### config.mk
export PLATFORM = sky130hd
export DESIGN_NAME = gcd_job_scheduler
export DESIGN_NICKNAME = d
export VERILOG_FILES = /design/src/rtl/gcd_sched_pkg.sv /design/src/rtl/gcd_rr_pick.sv /design/src/rtl/gcd_job_scheduler.sv
export SDC_FILE = /design/constraint.sdc
export NUM_CORES = 1
export LEC_CHECK = 0
export BUFFER_PORTS_ARGS = -buffer_cell sky130_fd_sc_hd__buf_2
export CORE_MARGIN = 1.5
export CORE_UTILIZATION = 50
export CTS_BUF_LIST = sky130_fd_sc_hd__clkbuf_8 sky130_fd_sc_hd__clkbuf_16
export DETAILED_ROUTE_END_ITERATION = 8
export MAX_ROUTING_LAYER = met4
export PLACE_DENSITY_LB_ADDON = 0.3
export SLEW_MARGIN = 20
export SYNTH_ARGS = -nofsm -noshare
export SYNTH_HDL_FRONTEND = slang
export SYNTH_SLANG_ARGS = --single-unit
### constraint.sdc
create_clock -name clk -period 4.75 [get_ports clk]
set_input_delay 0.2375 -clock clk [delete_from_list [all_inputs] [get_ports clk]]
set_output_delay 0.2375 -clock clk [all_outputs]
set_load 0.05 [all_outputs]
### src/rtl/gcd_sched_pkg.sv
// Shared definitions for the GCD job scheduler: state encoding, default data width
// and the width helper used to size requester ids and counters.
package gcd_sched_pkg;

    localparam int unsigned GCD_DW = 4;

    localparam logic [2:0] ST_IDLE   = 3'd0;
    localparam logic [2:0] ST_ISSUE  = 3'd1;
    localparam logic [2:0] ST_BYPASS = 3'd2;
    localparam logic [2:0] ST_WAIT   = 3'd3;
    localparam logic [2:0] ST_RESP   = 3'd4;

    typedef enum logic [2:0] {
        S_IDLE   = ST_IDLE,
        S_ISSUE  = ST_ISSUE,
        S_BYPASS = ST_BYPASS,
        S_WAIT   = ST_WAIT,
        S_RESP   = ST_RESP
    } sched_state_e;

    // Bits needed to encode values 0..n-1 (n >= 2 in this design).
    function automatic int unsigned gcd_clog2(input int unsigned n);
        int unsigned r;
        int unsigned v;
        r = 0;
        v = n - 1;
        while (v > 0) begin
            r = r + 1;
            v = v >> 1;
        end
        return r;
    endfunction

endpackage

### src/rtl/gcd_rr_pick.sv
// Combinational round-robin picker: first set request bit searching upward from
// the requester after last_grant, wrapping at N_REQ.
module gcd_rr_pick
    import gcd_sched_pkg::*;
#(
    parameter int unsigned N_REQ = 4,
    localparam int unsigned IDW  = gcd_clog2(N_REQ)
) (
    input  logic [N_REQ-1:0] req,
    input  logic [IDW-1:0]   last_grant,
    output logic             any,
    output logic [IDW-1:0]   grant_id
);

    logic [IDW-1:0] idx;

    always_comb begin
        any      = 1'b0;
        grant_id = '0;
        idx      = '0;
        for (int unsigned k = 0; k < N_REQ; k++) begin
            idx = IDW'((32'(last_grant) + 32'd1 + k) % N_REQ);
            if (!any && req[idx]) begin
                any      = 1'b1;
                grant_id = idx;
            end
        end
    end

endmodule

### src/rtl/gcd_job_scheduler.sv
// Round-robin scheduler sharing one GCD core among N_REQ requesters; zero operands
// are answered locally. Define GCD_TIMEOUT_EN to build the WAIT-state watchdog.
module gcd_job_scheduler
    import gcd_sched_pkg::*;
#(
    parameter int unsigned N_REQ          = 4,
    parameter int unsigned DW             = GCD_DW,
    parameter int unsigned TIMEOUT_CYCLES = 64,
    localparam int unsigned IDW           = gcd_clog2(N_REQ)
) (
    input  logic                clk,
    input  logic                reset,
    input  logic [N_REQ-1:0]    req,
    input  logic [N_REQ*DW-1:0] req_a,
    input  logic [N_REQ*DW-1:0] req_b,
    output logic [N_REQ-1:0]    ack,
    output logic                rsp_valid,
    output logic [IDW-1:0]      rsp_id,
    output logic [DW-1:0]       rsp_d,
    output logic                rsp_err,
    output logic [DW-1:0]       gcd_a,
    output logic [DW-1:0]       gcd_b,
    output logic                gcd_start,
    input  logic                gcd_done,
    input  logic [DW-1:0]       gcd_d
);

    sched_state_e   state_q, state_nxt;
    logic [IDW-1:0] last_grant_q;
    logic [IDW-1:0] id_q;
    logic [DW-1:0]  op_a_q, op_b_q;

    logic           pick_any;
    logic [IDW-1:0] pick_id;
    logic [DW-1:0]  win_a, win_b;
    logic           win_zero;
    logic           wd_expired;

    logic [N_REQ-1:0] ack_nxt;
    logic             gcd_start_nxt;
    logic             rsp_valid_nxt;
    logic [IDW-1:0]   rsp_id_nxt;
    logic [DW-1:0]    rsp_data_nxt;

    gcd_rr_pick #(
        .N_REQ(N_REQ)
    ) u_pick (
        .req       (req),
        .last_grant(last_grant_q),
        .any       (pick_any),
        .grant_id  (pick_id)
    );

    assign win_a    = req_a[pick_id*DW +: DW];
    assign win_b    = req_b[pick_id*DW +: DW];
    assign win_zero = (win_a == '0) || (win_b == '0);

    // State register
    always_ff @(posedge clk or negedge reset) begin
        if (!reset) begin
            state_q <= S_IDLE;
        end else begin
            state_q <= state_nxt;
        end
    end

    // Next state and next values of the registered outputs
    always_comb begin
        state_nxt     = state_q;
        ack_nxt       = '0;
        gcd_start_nxt = 1'b0;
        rsp_valid_nxt = 1'b0;
        rsp_id_nxt    = '0;
        rsp_data_nxt  = '0;
        case (state_q)
            S_IDLE: begin
                if (pick_any) begin
                    ack_nxt = N_REQ'(1) << pick_id;
                    if (win_zero) begin
                        state_nxt = S_BYPASS;
                    end else begin
                        state_nxt     = S_ISSUE;
                        gcd_start_nxt = 1'b1;
                    end
                end
            end
            S_ISSUE: begin
                state_nxt = S_WAIT;
            end
            S_BYPASS: begin
                // gcd(0,x) = x and gcd(0,0) = 0
                state_nxt     = S_RESP;
                rsp_valid_nxt = 1'b1;
                rsp_id_nxt    = id_q;
                rsp_data_nxt  = (op_a_q == '0) ? op_b_q : op_a_q;
            end
            S_WAIT: begin
                if (gcd_done) begin
                    state_nxt     = S_RESP;
                    rsp_valid_nxt = 1'b1;
                    rsp_id_nxt    = id_q;
                    rsp_data_nxt  = gcd_d;
                end else if (wd_expired) begin
                    state_nxt     = S_RESP;
                    rsp_valid_nxt = 1'b1;
                    rsp_id_nxt    = id_q;
                end
            end
            S_RESP: begin
                state_nxt = S_IDLE;
            end
            default: begin
                state_nxt = S_IDLE;
            end
        endcase
    end

    // Job registers and registered outputs
    always_ff @(posedge clk or negedge reset) begin
        if (!reset) begin
            last_grant_q <= IDW'(N_REQ - 1);
            id_q         <= '0;
            op_a_q       <= '0;
            op_b_q       <= '0;
            ack          <= '0;
            gcd_start    <= 1'b0;
            gcd_a        <= '0;
            gcd_b        <= '0;
            rsp_valid    <= 1'b0;
            rsp_id       <= '0;
            rsp_d        <= '0;
        end else begin
            ack       <= ack_nxt;
            gcd_start <= gcd_start_nxt;
            rsp_valid <= rsp_valid_nxt;
            rsp_id    <= rsp_id_nxt;
            rsp_d     <= rsp_data_nxt;
            if (state_q == S_IDLE && pick_any) begin
                id_q   <= pick_id;
                op_a_q <= win_a;
                op_b_q <= win_b;
            end
            // Core operands only change when a new core job is issued
            if (gcd_start_nxt) begin
                gcd_a <= win_a;
                gcd_b <= win_b;
            end
            if (state_q == S_RESP) begin
                last_grant_q <= id_q;
            end
        end
    end

`ifdef GCD_TIMEOUT_EN
    localparam int unsigned TW = gcd_clog2(TIMEOUT_CYCLES + 1);

    logic [TW-1:0] wd_cnt_q;

    assign wd_expired = (wd_cnt_q == TW'(TIMEOUT_CYCLES - 1));

    // Watchdog counts WAIT cycles; held at zero outside WAIT so every entry starts clean
    always_ff @(posedge clk or negedge reset) begin
        if (!reset) begin
            wd_cnt_q <= '0;
        end else if (state_q != S_WAIT) begin
            wd_cnt_q <= '0;
        end else if (!wd_expired) begin
            wd_cnt_q <= wd_cnt_q + 1'b1;
        end
    end

    always_ff @(posedge clk or negedge reset) begin
        if (!reset) begin
            rsp_err <= 1'b0;
        end else begin
            rsp_err <= (state_q == S_WAIT) && !gcd_done && wd_expired;
        end
    end
`else
    logic unused_timeout_cfg;

    assign wd_expired         = 1'b0;
    assign rsp_err            = 1'b0;
    assign unused_timeout_cfg = (TIMEOUT_CYCLES != 0);
`endif

endmodule

Word-level counts from Yosys, hierarchy flattened --
Index checks and enable logic that the tools add are counted.
Word-level totals: word-level logic and storage cells 74, flip-flop bits (word level) 35, input port bits 43
Operators by class: add/subtract/negate cells 4, muxes and demuxes 32, magnitude comparators 4, equal/unequal tests 6, shift operators 3, reductions and logical operators 13
Operators with widths (count):
- variable part select 16 x 5 -> 4 bit | 2
- two-way mux 4 bit | 4
- zero test 4 bit | 3
- less-than comparator 2 x 3 -> 1 bit, second input constant | 4
- two-way mux 1 bit | 12
- two-way mux 2 bit | 6
- case mux 3 bit (4 select lines) | 1
- binary-select mux 1 bit (select 2 bit) | 4
- case mux 4 bit (2 select lines) | 1
- equality test 3 x 2 -> 1 bit, second input constant | 2
- two-way mux 3 bit | 2
- adder 2 x 1 -> 2 bit, second input constant | 2
- adder 2 bit, second input constant | 2
- logical AND 1 bit | 4
- != test 2 bit, second input constant | 2
- case mux 2 bit (2 select lines) | 1
- << shifter 1 x 2 -> 4 bit, first input constant | 1
- equality test 3 x 1 -> 1 bit, second input constant | 1
- equality test 3 bit, second input constant | 1
- zero test 1 bit | 3
- zero test 3 bit | 1
- case mux 1 bit (2 select lines) | 1
- AND reduction 2 bit | 1
- logical OR 1 bit | 1

Depth between registers and ports, before layout --
word-level depth 19, mapped depth 8, depth with buffers taken out 6

By module --
From an unflattened synthesis, not the netlist that was laid out.
Second synthesis, totals: cells, all modules 146, area, all modules 1671.6 µm²
Modules (own cells, without submodules):
- gcd_job_scheduler | cells each 132, sequential area each 878.3 µm², times used 1, area an instance 1580.3 µm²
- gcd_rr_pick | cells each 14, sequential area each 0.0 µm², times used 1, area an instance 91.3 µm²

Least setup slack after synthesis --
OpenSTA, ideal clock, no wires.
path kind reg2reg, from register last_grant_q[0], to register gcd_a[2], buffers on the path 0, library setup time 0.125 ns, data required time 4.625 ns, setup slack 2.511 ns, data arrival time 2.114 ns, period minus slack after synthesis 2.239 ns, cell stages (with the launch flop) 7, path through dfstp_2 -> nor2b_1 -> a21o_1 -> a211oi_4 -> mux2i_1 -> nor3_4 -> mux2_2
Between the ends: cells in the longest elaborated chain, start to end 19, elaborated cells between the ends (all ways) 34, those cells by class 4 x add/sub; 2 x shift; 19 x mux; 9 x reduce/logical
RTL lines:
- start: declaration | RTL line gcd_job_scheduler.sv:29 | logic [IDW-1:0] last_grant_q;
- start signal: assignment | RTL line gcd_job_scheduler.sv:121 | last_grant_q <= IDW'(N_REQ - 1);
- start signal: assignment | RTL line gcd_job_scheduler.sv:149 | last_grant_q <= id_q;
- adder 2 x 1 -> 2 bit (*) | RTL line gcd_rr_pick.sv:22 | idx = IDW'((32'(last_grant) + 32'd1 + k) % N_REQ);
- parallel branches: the longest is 16 deep, another holds adder 2 x 1 -> 2 bit
- two-way mux 1 bit (*) | RTL line gcd_job_scheduler.sv:77 | if (pick_any) begin
- two-way mux 1 bit (*) | RTL line gcd_job_scheduler.sv:75 | case (state_q)
- net gcd_start_nxt | RTL line gcd_job_scheduler.sv:40 | logic gcd_start_nxt;
- end signal: assignment | RTL line gcd_job_scheduler.sv:145 | gcd_a <= win_a;
- end: declaration | RTL line gcd_job_scheduler.sv:21 | output logic [DW-1:0] gcd_a,
Mark *: on every way through the listed nets, which the timed path passes. The select of a mux whose other input is x is not followed. A chain may end at the register's enable or synchronous reset.

Worst setup path after layout --
Same ends and word-level chain as after synthesis.

==> flow_metrics.py <==
metrics = {
    "status": {
        "run_status": "complete, no violations",
    },
    "critical_path": {
        "r2r_start": "last_grant_q[0]",
        "crit_slowest_cell": "a211oi_4",
        "path_max_fanout": 18,
        "cp_cell_sequence": "nor2b_1 > a21o_1 > a211oi_4 > mux2i_1 > nor3_4 > mux2_2",
        "path_class": "reg2reg",
        "crit_required_ns": 4.92,
        "cp.arrival_ns": 2.99,
        "critPathCaptureType": "register",
        "setup.worst_path.start_class": "register",
        "reg2reg_depth": 6,
        "critPathMaxStageDelay_ns": 0.76,
        "crit_path_start": "last_grant_q[0]",
        "r2r_slack_ns": 1.93,
    },
    "clock_network": {
        "cts_buffers": 5,
        "cts_setup_buffers": 0,
        "cts_tree": "yes",
        "clk_latency_ns": 0.29,
        "htreeDepth": 2,
        "clockBufferDepth": 2,
        "cts-resized-gates": 0,
        "clock-sinks": 35,
        "cts.reportedPaths.clkPinSlew_ns": 0.07,
        "ctsRootBufferMaster": "clkbuf_8",
        "postCtsHoldBufs": 0,
    },
    "synth": {
        "syn_inst": 181,
        "syn-mean-instance-area_um2": 10.1,
        "synth-seq-area-share_pct": 47.9,
        "ys_seq_elements": 35,
        "ys.warnings.count": 0,
        "syn_area_um2": 1830,
        "synth_top_area_share_pct": 45.0,
        "yosysTopAreaCell": "dfrtp_1",
        "syn_nets": 224,
        "synth_area_leaders": "dfrtp_1, mux2i_1, nand2_1",
        "synth_cell_types": 35,
    },
    "drt": {
        "dr.max_layer_used": "met4",
        "drt_first_pass_iters": 4,
        "drc": 0,
        "routedWlPerCell_um": 13.4,
        "wl_met2_um": 1770,
        "wl_met3_um": 250,
        "vias": 1562,
        "drt_iter0_drc": 111,
        "m1WireLength_um": 1780,
        "wirelength_um": 3860,
        "ant_nets": 0,
        "viasPerCell": 5.42,
    },
    "sta": {
        "slew_viol_final": 0,
        "max_freq_mhz": 354,
        "rsz0062_at_grt": "false",
        "fin_setup_tns_ns": 0,
        "relSlewSlack_pct": 41.6,
        "hold_violations": 0,
        "fin_crit_sh_pct": 59.4,
        "setup_violations": 0,
        "finClkSkew_ns": 0.00814,
        "post-route-min-period_ns": 2.82,
        "worst_pin_slew_ns": 0.873,
    },
    "layout": {
        "drive_gt1_share_pct": 33.5,
        "layout.core_utilization_pct": 65.6,
        "multiInputGateArea_um2": 903,
        "area_growth_pct": 22.2,
        "fin_area_um2": 2240,
        "num-fill-cells": 310,
        "regArea_um2": 878,
        "most-common-layout-cells": "buf_2, nand2_1, dfrtp_1, mux2i_1, nor4_1",
        "mostFrequentLayoutCell": "buf_2",
        "n_antenna_cell": 0,
        "fin_nets": 286,
    },
    "global_routing": {
        "track_usage_pct": 21.7,
        "grt_max_degree": 36,
        "antenna_found_initial": 0,
        "grt_pass1_wl_um": 6700,
        "first_global_vias": 1504,
        "grt-ovfl-total": 0,
    },
    "floorplanning": {
        "ioPinCount": 64,
        "fp-row-count": 21,
        "dieArea_um2": 4040,
        "coreArea_um2": 3420,
        "die_w_um": 63.6,
        "die_h_um": 63.6,
        "initial_core_util_pct": 53.7,
    },
    "flow_run": {
        "maxCapViolCount": 0,
    },
    "place": {
        "dpl.hpwl_um": 2990,
        "place.gp.congestion": 0.792,
        "io_buffers": 62,
        "placed_area_um2": 2170,
    },
    "power_and_ir_drop": {
        "leakage_nw": 1.17,
        "power_density_nw_per_um2": 663,
        "peakVddDrop_mv": 0.255,
    },
    "worst_hold_path": {
        "hp-class": "in2async",
    },
}
## layout make-up
| type | count | share of cell area, % |
|---|---|---|
| clock buffer | 5 | 3.07 |
| tap | 46 | 2.57 |
| inverter | 5 | 0.838 |
| timing repair buffer | 62 | 13.8 |
| clock inverter | 1 | 0.168 |
| sequential | 35 | 39.2 |
| multi-input combinational | 134 | 40.3 |
## through the flow
stage          std cells  setup WS (ns)  power (mW)  hold WS (ns)
2_1_floorplan        181           2.51        1.12       -0.0581
3_5_place_dp         282           1.92        1.30         0.344
6_report             288           1.93        1.49        0.0104
3_3_place_gp         282           2.05        1.29         0.339
4_1_cts              288           1.93        1.49        0.0416
5_1_grt              288           1.73        1.59        0.0695
## kinds of logic (layout without fill, tap and decap cells)
kind of cell,Yosys count,after routing,synth area share [%]
AND/OR/NAND/NOR,74,74,20.1
buffers and inverters,12,73,2.86
AO/OA/AOI/OAI,24,24,9.41
multiplexers,35,35,19.6
other,1,1,0.204
flip-flops,35,35,47.9
## path summary, 6_finish.rpt
| kind | endpoint |
|---|---|
| max in group asynchronous | ack[1] |
| min reg2reg | op_b_q[3] |
| min in group clk | rsp_d[3] |
| max reg2reg | gcd_a[2] |
| min | id_q[0] |
| max | gcd_a[2] |
## sequential cells by signal (all words and copies together), names as in the netlist
| name | count |
|---|---|
| ack | 4 |
| gcd_a | 4 |
| gcd_b | 4 |
| gcd_start | 1 |
| id_q | 2 |
| last_grant_q | 2 |
| op_a_q | 4 |
| op_b_q | 4 |
| rsp_d | 4 |
| rsp_id | 2 |
| rsp_valid | 1 |
| state_q | 3 |
## power breakdown
part / leakage, nW / internal, mW / switching, mW
sequential: 0.439 / 0.435 / 0.0787
combinational: 0.688 / 0.256 / 0.525
clock: 0.0413 / 0.0953 / 0.0956
## metal layers
layer  vias to the layer above  GRT usage [%]
met5                         -              -
met3                         5           4.11
met2                        67           34.6
met1                       722           27.7
li1                        768              -
met4                         0           8.15
## critical path, delay by kind of cell, from the launching register on
| kind | cells | cell delay [ns] |
|---|---|---|
| AO/OA/AOI/OAI | 2 | 0.94 |
| multiplexers | 2 | 0.79 |
| AND/OR/NAND/NOR | 2 | 0.43 |
| flip-flops | 1 | 0.54 |
## synth_stat cells
cell	n
nand3_1	2
nor3_4	1
o31ai_1	1
nor2_1	7
nor4_1	10
mux2_2	7
dfrtp_1	33
inv_1	5
dfstp_2	2
o2bb2ai_1	2
nor2b_1	1
nand2_1	34
buf_2	3
o22ai_1	1
buf_4	1
a211oi_4	1
nand3b_1	1
a21o_1	1
and3_1	3
or4_1	1
nand2b_1	3
nor3_1	5
o221a_2	1
a211o_1	3
a22o_1	1
clkbuf_1	3
or2_2	2
conb_1	1
a21oi_1	5
nor3b_1	1
and2_1	2
and4_1	1
o211ai_1	1
o21ai_0	7
mux2i_1	28
(Power assumes the default switching activity.)
